## src/rtl/bit_serializer_pkg.sv

```systemverilog
// Shared types and sizing helpers for the bit serializer.
package bit_serializer_pkg;

    // Two-state frame controller.
    typedef enum logic {
        ST_IDLE  = 1'b0,
        ST_SHIFT = 1'b1
    } state_e;

    // Width of the bits-remaining counter; never narrower than one bit.
    function automatic int cnt_width(input int w);
        return (w <= 2) ? 1 : $clog2(w);
    endfunction

endpackage

```

## src/rtl/bit_serializer.sv

```systemverilog
// Parallel-to-serial front end: loads a WIDTH-bit word on a valid/ready
// handshake and shifts it out one bit per clock, back-to-back without gaps.
module bit_serializer
    import bit_serializer_pkg::*;
#(
    parameter int WIDTH     = 8,
    parameter bit MSB_FIRST = 1'b1,
    parameter bit IDLE_BIT  = 1'b0
) (
    input  logic             clk,
    input  logic             reset,
    input  logic [WIDTH-1:0] din,
    input  logic             din_valid,
    output logic             din_ready,
    output logic             x,
    output logic             x_valid,
    output logic             frame_done
);

    localparam int            CW       = cnt_width(WIDTH);
    localparam logic [CW-1:0] CNT_LAST = CW'(WIDTH - 1);

    state_e           state_q, state_d;
    logic [WIDTH-1:0] shreg_q, shreg_d;
    logic [CW-1:0]    cnt_q,   cnt_d;
    logic             x_q,     x_d;
    logic             xv_q,    xv_d;
    logic             accept;

    // First bit / remainder of a freshly loaded word, and the next bit /
    // remainder while shifting. shreg holds only the bits not yet on x.
    logic             load_bit;
    logic [WIDTH-1:0] load_rest;
    logic             shift_bit;
    logic [WIDTH-1:0] shift_rest;

    generate
        if (MSB_FIRST) begin : g_msb
            assign load_bit   = din[WIDTH-1];
            assign load_rest  = {din[WIDTH-2:0], 1'b0};
            assign shift_bit  = shreg_q[WIDTH-1];
            assign shift_rest = {shreg_q[WIDTH-2:0], 1'b0};
        end else begin : g_lsb
            assign load_bit   = din[0];
            assign load_rest  = {1'b0, din[WIDTH-1:1]};
            assign shift_bit  = shreg_q[0];
            assign shift_rest = {1'b0, shreg_q[WIDTH-1:1]};
        end
    endgenerate

    // Ready whenever idle or presenting the last bit, so words chain with no bubble.
    assign din_ready  = (state_q == ST_IDLE) || (cnt_q == '0);
    assign accept     = din_valid && din_ready;
    // Last bit of the frame is on x exactly when the counter reads zero.
    assign frame_done = (state_q == ST_SHIFT) && (cnt_q == '0);
    assign x          = x_q;
    assign x_valid    = xv_q;

    // Next-state: load on accept, shift while bits remain, else fall back to idle.
    always_comb begin
        state_d = state_q;
        shreg_d = shreg_q;
        cnt_d   = cnt_q;
        x_d     = x_q;
        xv_d    = xv_q;
        case (state_q)
            ST_IDLE: begin
                if (accept) begin
                    state_d = ST_SHIFT;
                    shreg_d = load_rest;
                    cnt_d   = CNT_LAST;
                    x_d     = load_bit;
                    xv_d    = 1'b1;
                end
            end
            ST_SHIFT: begin
                if (cnt_q != '0) begin
                    shreg_d = shift_rest;
                    cnt_d   = cnt_q - CW'(1);
                    x_d     = shift_bit;
                end else if (accept) begin
                    shreg_d = load_rest;
                    cnt_d   = CNT_LAST;
                    x_d     = load_bit;
                    xv_d    = 1'b1;
                end else begin
                    state_d = ST_IDLE;
                    shreg_d = '0;
                    x_d     = IDLE_BIT;
                    xv_d    = 1'b0;
                end
            end
            default: begin
                state_d = ST_IDLE;
                shreg_d = '0;
                cnt_d   = '0;
                x_d     = IDLE_BIT;
                xv_d    = 1'b0;
            end
        endcase
    end

    // State, shift register, counter and output flops; reset aborts any frame.
    always_ff @(posedge clk or negedge reset) begin
        if (!reset) begin
            state_q <= ST_IDLE;
            shreg_q <= '0;
            cnt_q   <= '0;
            x_q     <= IDLE_BIT;
            xv_q    <= 1'b0;
        end else begin
            state_q <= state_d;
            shreg_q <= shreg_d;
            cnt_q   <= cnt_d;
            x_q     <= x_d;
            xv_q    <= xv_d;
        end
    end

endmodule
```

## config.mk

```make
export PLATFORM = sky130hd
export DESIGN_NAME = bit_serializer
export DESIGN_NICKNAME = d
export VERILOG_FILES = /design/src/rtl/bit_serializer_pkg.sv /design/src/rtl/bit_serializer.sv
export SDC_FILE = /design/constraint.sdc
export NUM_CORES = 1
export LEC_CHECK = 0
export CAP_MARGIN = 20
export CELL_PAD_IN_SITES_DETAIL_PLACEMENT = 0
export CELL_PAD_IN_SITES_GLOBAL_PLACEMENT = 2
export CORE_UTILIZATION = 25
export CTS_CLUSTER_DIAMETER = 80
export CTS_CLUSTER_SIZE = 10
export DETAILED_ROUTE_END_ITERATION = 8
export GPL_TIMING_DRIVEN = 0
export PLACE_DENSITY_LB_ADDON = 0.1
export SETUP_SLACK_MARGIN = 0.5
export SYNTH_ARGS = -nofsm -noshare
export SYNTH_HDL_FRONTEND = slang
export SYNTH_SLANG_ARGS = --single-unit
```

## constraint.sdc

```tcl
create_clock -name clk -period 1.3 [get_ports clk]
set_input_delay 0.13 -clock clk [delete_from_list [all_inputs] [get_ports clk]]
set_output_delay 0.13 -clock clk [all_outputs]
set_load 0.01 [all_outputs]
```

Word-level counts from Yosys, hierarchy flattened
Index checks and enable logic that the tools add are counted.
{"block": "word_totals", "out_inout_bits": 4, "word_cells": 32, "inputBits": 11, "regBits": 14}
{"block": "classes", "reduce_logical": 6, "eq_ne": 2, "add_sub_neg": 1, "n_bitwise": 1, "mux": 17}
{"op": "8-bit two-way mux", "count": 3}
{"op": "8-bit case mux with 2 select lines", "count": 1}
{"op": "1-bit two-way mux", "count": 7}
{"op": "3-bit two-way mux", "count": 2}
{"op": "1-bit case mux with 2 select lines", "count": 3}
{"op": "3-bit case mux with 2 select lines", "count": 1}
{"op": "2-bit inequality test (second input constant)", "count": 2}
{"op": "3-bit logical NOT", "count": 1}
{"op": "3-bit nonzero test", "count": 1}
{"op": "3-bit by 1-bit subtractor with 3-bit output (second input constant)", "count": 1}
{"op": "1-bit logical AND", "count": 2}
{"op": "2-bit AND reduction", "count": 1}
{"op": "1-bit logical OR", "count": 1}
{"op": "1-bit inverter", "count": 1}

Depth between registers and ports, before layout
Gate-level depths: netlist of the first run.
{"block": "depth", "ltp_word": 6, "ltp_mapped": 7, "ltp_nobuf": 6}

Worst setup path after synthesis of the first run
No wires, ideal clock.
{"block": "synth_timing", "kind": "reg-to-reg", "from": "register cnt_q[0]", "to": "register shreg_q[2]", "synth_period_minus_slack_ns": 1.447, "setup_ns": 0.126, "required_ns": 1.174, "slack_ns": -0.147, "path_stages_with_launch": 7, "arrival_time_ns": 1.321, "path_buffers": 1, "cell_sequence": "dfrtp_1 > inv_1 > ha_1 > nand2b_4 > buf_6 > and2_4 > a221o_1"}
{"block": "synth_via", "elab_chain_len": 6, "word_cells_on_any_way": 8, "classes_between": "1 x eq/ne; 3 x mux; 4 x reduce/logical"}
{"element": "from (decl)", "line_no": "bit_serializer.sv:25", "text": "logic [CW-1:0] cnt_q, cnt_d;"}
{"element": "from (signal assigned)", "line_no": "bit_serializer.sv:114", "text": "cnt_q <= cnt_d;"}
{"element": "3-bit logical NOT", "line_no": "bit_serializer.sv:52", "text": "assign din_ready = (state_q == ST_IDLE) || (cnt_q == '0);"}
{"element": "1-bit logical OR", "line_no": "bit_serializer.sv:52"}
{"element": "1-bit logical AND", "line_no": "bit_serializer.sv:53", "text": "assign accept = din_valid && din_ready;"}
{"element": "8-bit two-way mux", "line_no": "bit_serializer.sv:81", "text": "end else if (accept) begin"}
{"element": "8-bit two-way mux", "line_no": "bit_serializer.sv:77", "text": "if (cnt_q != '0) begin"}
{"element": "8-bit case mux with 2 select lines", "line_no": "bit_serializer.sv:66", "text": "case (state_q)"}
{"element": "to (signal assigned)", "line_no": "bit_serializer.sv:113", "text": "shreg_q <= shreg_d;"}
{"element": "to (decl)", "line_no": "bit_serializer.sv:24", "text": "logic [WIDTH-1:0] shreg_q, shreg_d;"}
Several ways; a longest one is shown, not always the timed one.
A chain may end at the register's enable or synchronous reset.

Worst setup path after layout of the first run
{"block": "layout_timing", "from": "register cnt_q[0]", "to": "output port din_ready"}
{"block": "layout_via", "elab_chain_len": 2}
{"element": "3-bit logical NOT", "line_no": "bit_serializer.sv:52"}
{"element": "1-bit logical OR", "line_no": "bit_serializer.sv:52"}
{"element": "to (decl)", "line_no": "bit_serializer.sv:14", "text": "output logic din_ready,"}
Every way passes these cells.

==> results.md, run 1 <==
- Top-area cell type share of the netlist area: a little under half
- I/O Buffers: 13
- Worst-path fanout max: 3
- Net Count, Synth: slightly below 80
- N_diodes: 0
- Tot Pwr: around 2 mW
- Synthesis-to-finish area growth: 48.8%
- Post-synth top cells: dfrtp_1, mux2i_1, o21ai_0
- Inst Count DP: 108
- PwrDens: just under 2000 nW/µm²
- Maximum operating frequency: between 600 and 700 MHz
- Die span in x: around 55 µm
- Die Ht: between 50 and 60 µm
- Num CTS Buffers: 3
- Top cells by area, synth: dfrtp_1, mux2i_1, a32oi_1
- Antenna violations before repair: 0
- RSZ-0062 raised after global routing: yes
- Final WL: roughly 1.8 mm
- Met3 GRT Util: between 4 and 5%
- Critical Path AT: between 1 and 1.5 ns
- Global route hottest layer: met2
- M2 GR Usage: a little under a quarter
- Worst Skew: 0.000784 ns
- Fin. Hold Viols: 0
- # clock sinks: 13
- DP Area: between 800 and 900 µm²
- Crit Path Class: reg2out
- Slew headroom: between 50% and 60%
- GRT Overall Usage: between 10% and 20%
- Netlist cell types: 20
- Final slew viol count: 0
- Tcrit/Tclk final: 116%
- Met1 usage: 18.9%
- Core area: ~2500 µm²
- Leak: 0.482 nW
- Worst hold path class: in2async
- CP endpoint kind: output port
- Drt initial violations: 9
- Global route overflow: 0
- Vias/cell: just under 5
- Ys Warns: 0
- Tightest Pin Transition: ~0.62 ns
- Cell area after layout: between 1000 and 1500 µm²
- H-tree depth: 1
- # rows: 18
- Max cap viols: 0
- Post-Syn Area: between 600 and 700 µm²
- Final cell count without fillers: about 120
- Most frequent cell after synthesis: dfrtp_1
- Final setup violating endpoints: 14
- # DRC: 0
- Critical Path Start Type: flip-flop
- Sequential area share after synthesis: around 47%
- Yosys reg bits: 13
- Die Footprint: about 3000 µm²
- Share of cells above drive strength 1: 38.7%
- Wire per inst: 14.6 µm
- Main flop type after synthesis: dfrtp_1
- CTS root buf: clkbuf_4
- Maximum clock path buffer count: 2
- Cell taking the most area after synthesis: dfrtp_1
- EDFF count, synth: 0
- Final ANT Viol Nets: 0
- CTS tree: yes
- Cells after Synth: between 60 and 70
- Fin crit period: between 1.5 and 2 ns
- Status: complete, but fails checks
- Clk_lat worst skew: between 0.2 and 0.3 ns
- Vias in the first global route: about 620
- Async SR Flop Fraction: between 90% and 100%
- Failing checks: negative setup slack
- DPL Wire Length: 1.11 mm
- Syn avg cell area: about 11 µm²
- Max VDD drop: around 0.9 mV
- Reg clk slew, reported paths: around 0.08 ns
- Placer Congestion: 0.630
- Setup ws final: -0.213 ns
- Global-route wire length before repair: between 2 and 3 mm
- Nets: between 100 and 150
- Largest net degree at the start of global routing: 14
- R2R setup slack: -0.20 ns
- Final Hold Slack: 0.229 ns
- # IOs: 15
- Pre-antenna DRT Iters: 4
- Via count: 602
- Initial core utilization: a little over a quarter
- Worst Path Required: ~1.2 ns
## registers in the layout (all words and copies together) (netlist names)
signal / count
x: 1
x_valid: 1
cnt_q: 3
shreg_q: 7
state_q: 1
## final cells by class
class                           count  area [µm²]
Buffer                              6        46.3
Timing Repair Buffer               24         210
Clock buffer                        4        26.3
Tap cell                           30        37.5
Inverter                            4        17.5
Multi-Input combinational cell     42         367
Fill cell                         276        1520
Sequential cell                    13         325
## worst max-delay path: stages, from the launching register on
cell and delay [ns]:
dfrtp_1 0.39, inv_2 0.09, ha_4 0.16, nand2b_4 0.05, buf_8 0.12, and2_4 0.16, inv_4 0.05, buf_6 0.09
## final timing paths
path,from,endpoint,cells past startpoint
worst max-delay path,cnt_q[0],din_ready,7
worst min-delay path,reset,shreg_q[5],1
worst max register to register,cnt_q[0],shreg_q[2],7
worst min register to register,shreg_q[1],shreg_q[2],1
max in group asynchronous,reset,cnt_q[1],1
min in group clk,din_valid,shreg_q[7],3
## through the flow
step                TNS [ns]  setup WS [ns]  utilization, %
floorplan            -0.0325        -0.0325               -
global placement       -1.06         -0.440            34.5
detailed placement     -1.25         -0.450            34.5
CTS                    -1.52         -0.225            38.2
global route           -2.50         -0.268            40.5
finish                 -1.74         -0.213            40.5
## kinds of logic (layout without fill, tap and decap cells)
| logic type | after synthesis | count (layout) | share of synthesized area (%) |
|---|---|---|---|
| compound gates | 18 | 18 | 17.7 |
| flops | 13 | 13 | 47.0 |
| simple gates | 12 | 12 | 10.1 |
| mux | 10 | 10 | 14.5 |
| buf+inv | 10 | 38 | 7.05 |
| fa+ha+maj | 2 | 2 | 3.62 |
## placed cells by master (no fill, tap or decap)
cell,synthesis,final
nor3_2,0,1
nand2b_4,1,2
a32oi_1,6,5
o32a_1,1,1
clkbuf_1,2,1
clkbuf_2,0,2
a21oi_2,0,1
inv_1,3,1
nand2_1,1,1
and3b_2,1,1
dfrtp_1,13,13
and2_4,1,1
buf_8,0,1
inv_2,1,2
a221o_1,1,1
buf_4,0,8
a32oi_2,0,1
a21oi_1,3,2
o21ai_1,0,7
inv_4,0,1
nor2_1,6,6
mux2i_1,10,10
ha_4,0,2
clkdlybuf4s50_1,0,9
buf_2,3,5
clkbuf_4,0,3
buf_6,1,5
## repair_timing
| action | CTS | global route |
|---|---|---|
| endpoints found under the hold margin | 0 | 0 |
| resized for setup | 24 | 8 |
| setup buffers | 7 | 3 |
| setup endpoints to repair | 17 | 17 |
| cloned | 1 | 0 |
| hold buffers | 0 | 0 |
| pin swaps | 5 | 0 |
## power by group
part	internal (mW)	switching, mW
sequential	0.559	0.101
combinational	0.617	0.470
clock	0.119	0.141
total	1.30	0.712
## per-layer routing
metal	part of all wire (%)	wire (µm)
met1	50	889
met2	45	814
met3	4.1	74
met4	0.95	17
met5	0	0
Note: power is estimated with default switching activity, not from simulation.
==> run 2: changes to the inputs <==
CELL_PAD_IN_SITES_DETAIL_PLACEMENT = 1   (was 0)
CORE_MARGIN = 2   (was not set)
SLEW_MARGIN = 15   (was not set)
==> results.md, run 2 (synthesized netlist as in run 1, its figures left out) <==
- Leak: 0.473 nW (-1.8%)
- Fin crit period: 1.51 ns (-0.00469 ns)
- Max cap viols: 0 (unchanged)
- # rows: 19 (+1)
- Worst Skew: 0.00736 ns (+0.00658 ns)
- Num CTS Buffers: 3 (unchanged)
- Tightest Pin Transition: 0.629 ns (+0.0108 ns)
- Vias in the first global route: 624 (+0.97%)
- Final WL: 1.88 mm (+4.5%)
- N_diodes: 0 (unchanged)
- Inst Count DP: 109 (+0.93%)
- Worst Path Required: 1.17 ns (about the same)
- H-tree depth: 1 (unchanged)
- Final core utilization: 38.0% (-2.5 points)
- Max reg flops: 7 (unchanged)
- Die Ht: 56.6 µm (+3.7%)
- Maximum operating frequency: 663 MHz (+0.31%)
- Wire per inst: 15.1 µm (+3.7%)
- Share of cells above drive strength 1: 38.7% (unchanged)
- WHS Path Cells: 3
- Antenna violations before repair: 0 (unchanged)
- Nets: 107 (unchanged)
- Synthesis-to-finish area growth: 47.6%
- GRT Overall Usage: 13.0% (-1.8 points)
- Status: complete, but fails checks
- Final setup violating endpoints: 14 (unchanged)
- Global-route wire length before repair: 3.13 mm (+5.1%)
- Hold Startpoint: din_valid
- Fin. Hold Viols: 0 (unchanged)
- Initial core utilization: 25.8% (-1.4 points)
- Fill count: 315 (+14%)
- Crit path from: cnt_q[1]
- Critical Path Start Type: flip-flop
- DPL Wire Length: 1.19 mm (+7.9%)
- Worst-path fanout max: 3 (unchanged)
- Worst R2R End: shreg_q[2]
- PwrDens: 1960 nW/µm² (+0.50%)
- CTS tree: yes
- Worst hold path class: in2reg
- RSZ-0062 raised after global routing: yes
- Critical Path AT: 1.38 ns (about the same)
- Drt initial violations: 12 (+3)
- Top flop regs: shreg_q (7), cnt_q (3)
- Final Hold Slack: 0.224 ns (-0.00479 ns)
- Cell area after layout: 1020 µm² (-0.85%)
- Clk_lat worst skew: 0.28 ns (about the same)
- Core area: 2690 µm² (+5.6%)
- CTS Hold Bufs: 0 (unchanged)
- Maximum clock path buffer count: 2 (unchanged)
- Crit Path Class: reg2out
- DP Area: 880 µm² (+0.14%)
- Final slew viol count: 0 (unchanged)
- Most common cell after layout, fill and taps aside: dfrtp_1
- Most flop-heavy register: shreg_q
- Tot Pwr: 2.00 mW (-0.35%)
- CP endpoint kind: output port
- CTS root buf: clkbuf_4
- Vias/cell: 4.79 (-2.1%)
- Via count: 594 (-1.3%)
- Hold path endpoint: shreg_q[7]
- Post-Place Setup Slack: -0.443 ns (+0.00721 ns)
- R2R setup slack: -0.20 ns (about the same)
- Final ANT Viol Nets: 0 (unchanged)
- Slew headroom: 58.0% (-0.72 points)
- # IOs: 15 (unchanged)
- Pre-antenna DRT Iters: 3 (-1)
- Setup_tns: -1.78 ns (-0.0388 ns)
- Final cell count without fillers: 124 (+0.81%)
- Largest net degree at the start of global routing: 14 (unchanged)
- Tcrit/Tclk final: 116% (-0.36 points)
- Max VDD drop: 0.900 mV (+1.6%)
- # clock sinks: 13 (unchanged)
- Die span in x: 56.6 µm (+3.7%)
- Setup ws final: -0.209 ns (+0.00469 ns)
- I/O Buffers: 13 (unchanged)
- Placer Congestion: 0.688 (+9.2%)
- Critical R2R Launch: cnt_q[1]
- Reg2Reg Depth: 7 (unchanged)
- Failing checks: negative setup slack
- Die Footprint: 3200 µm² (+7.5%)
- Reg clk slew, reported paths: 0.09 ns (about the same)
- Most frequent cells in the layout: dfrtp_1, mux2i_1, clkdlybuf4s50_1, buf_4, o21ai_1
- Global route overflow: 0 (unchanged)
- # DRC: 0 (unchanged)
-- run 2: area by class of cell --
type                    instances  area (µm²)  share of cell area (%)
multi-input cells              42         359                    35.2
flip-flops and latches         13         325                    31.9
repair buffers                 24         213                    20.8
plain buffers                   6        41.3                    4.04
well taps                      31        38.8                    3.80
clock buffers                   4        26.3                    2.57
inverters                       4        17.5                    1.72
-- run 2: per-layer routing --
layer	share of wire, %	track usage (%)	vias to the layer above	routed length (µm)
met5	0	0	-	0
met4	0.64	6.12	0	12
met3	2.6	3.00	2	49
met2	50	20.1	7	944
met1	46	17.1	297	870
li1	-	-	288	-
-- run 2: what timing repair did --
item / 4_1_cts / 5_1_grt
pin swaps: 6 / 2
gates resized for setup: 23 / 7
setup endpoints to repair: 17 / 17
cloned: 1 / 0
buffers inserted: 6 / 4
-- run 2: worst max-delay path by stage --
stage,end,slack [ns]
2_1_floorplan,shreg_q[2],-0.03
3_3_place_gp,din_ready,-0.44
3_5_place_dp,din_ready,-0.44
4_1_cts,din_ready,-0.22
5_1_grt,din_ready,-0.28
6_report,din_ready,-0.21
-- run 2: where the power goes --
part / internal [mW] / switching, mW
Combinational: 0.610 / 0.462
Sequential: 0.559 / 0.106
Clock: 0.119 / 0.145
Total: 1.29 / 0.712
-- run 2: worst max-delay path: stages (launching register included) --
cell	delay, ns
dfrtp_1	0.40
inv_2	0.08
ha_4	0.15
nand2b_4	0.05
buf_6	0.11
and2_4	0.16
inv_4	0.06
buf_6	0.09
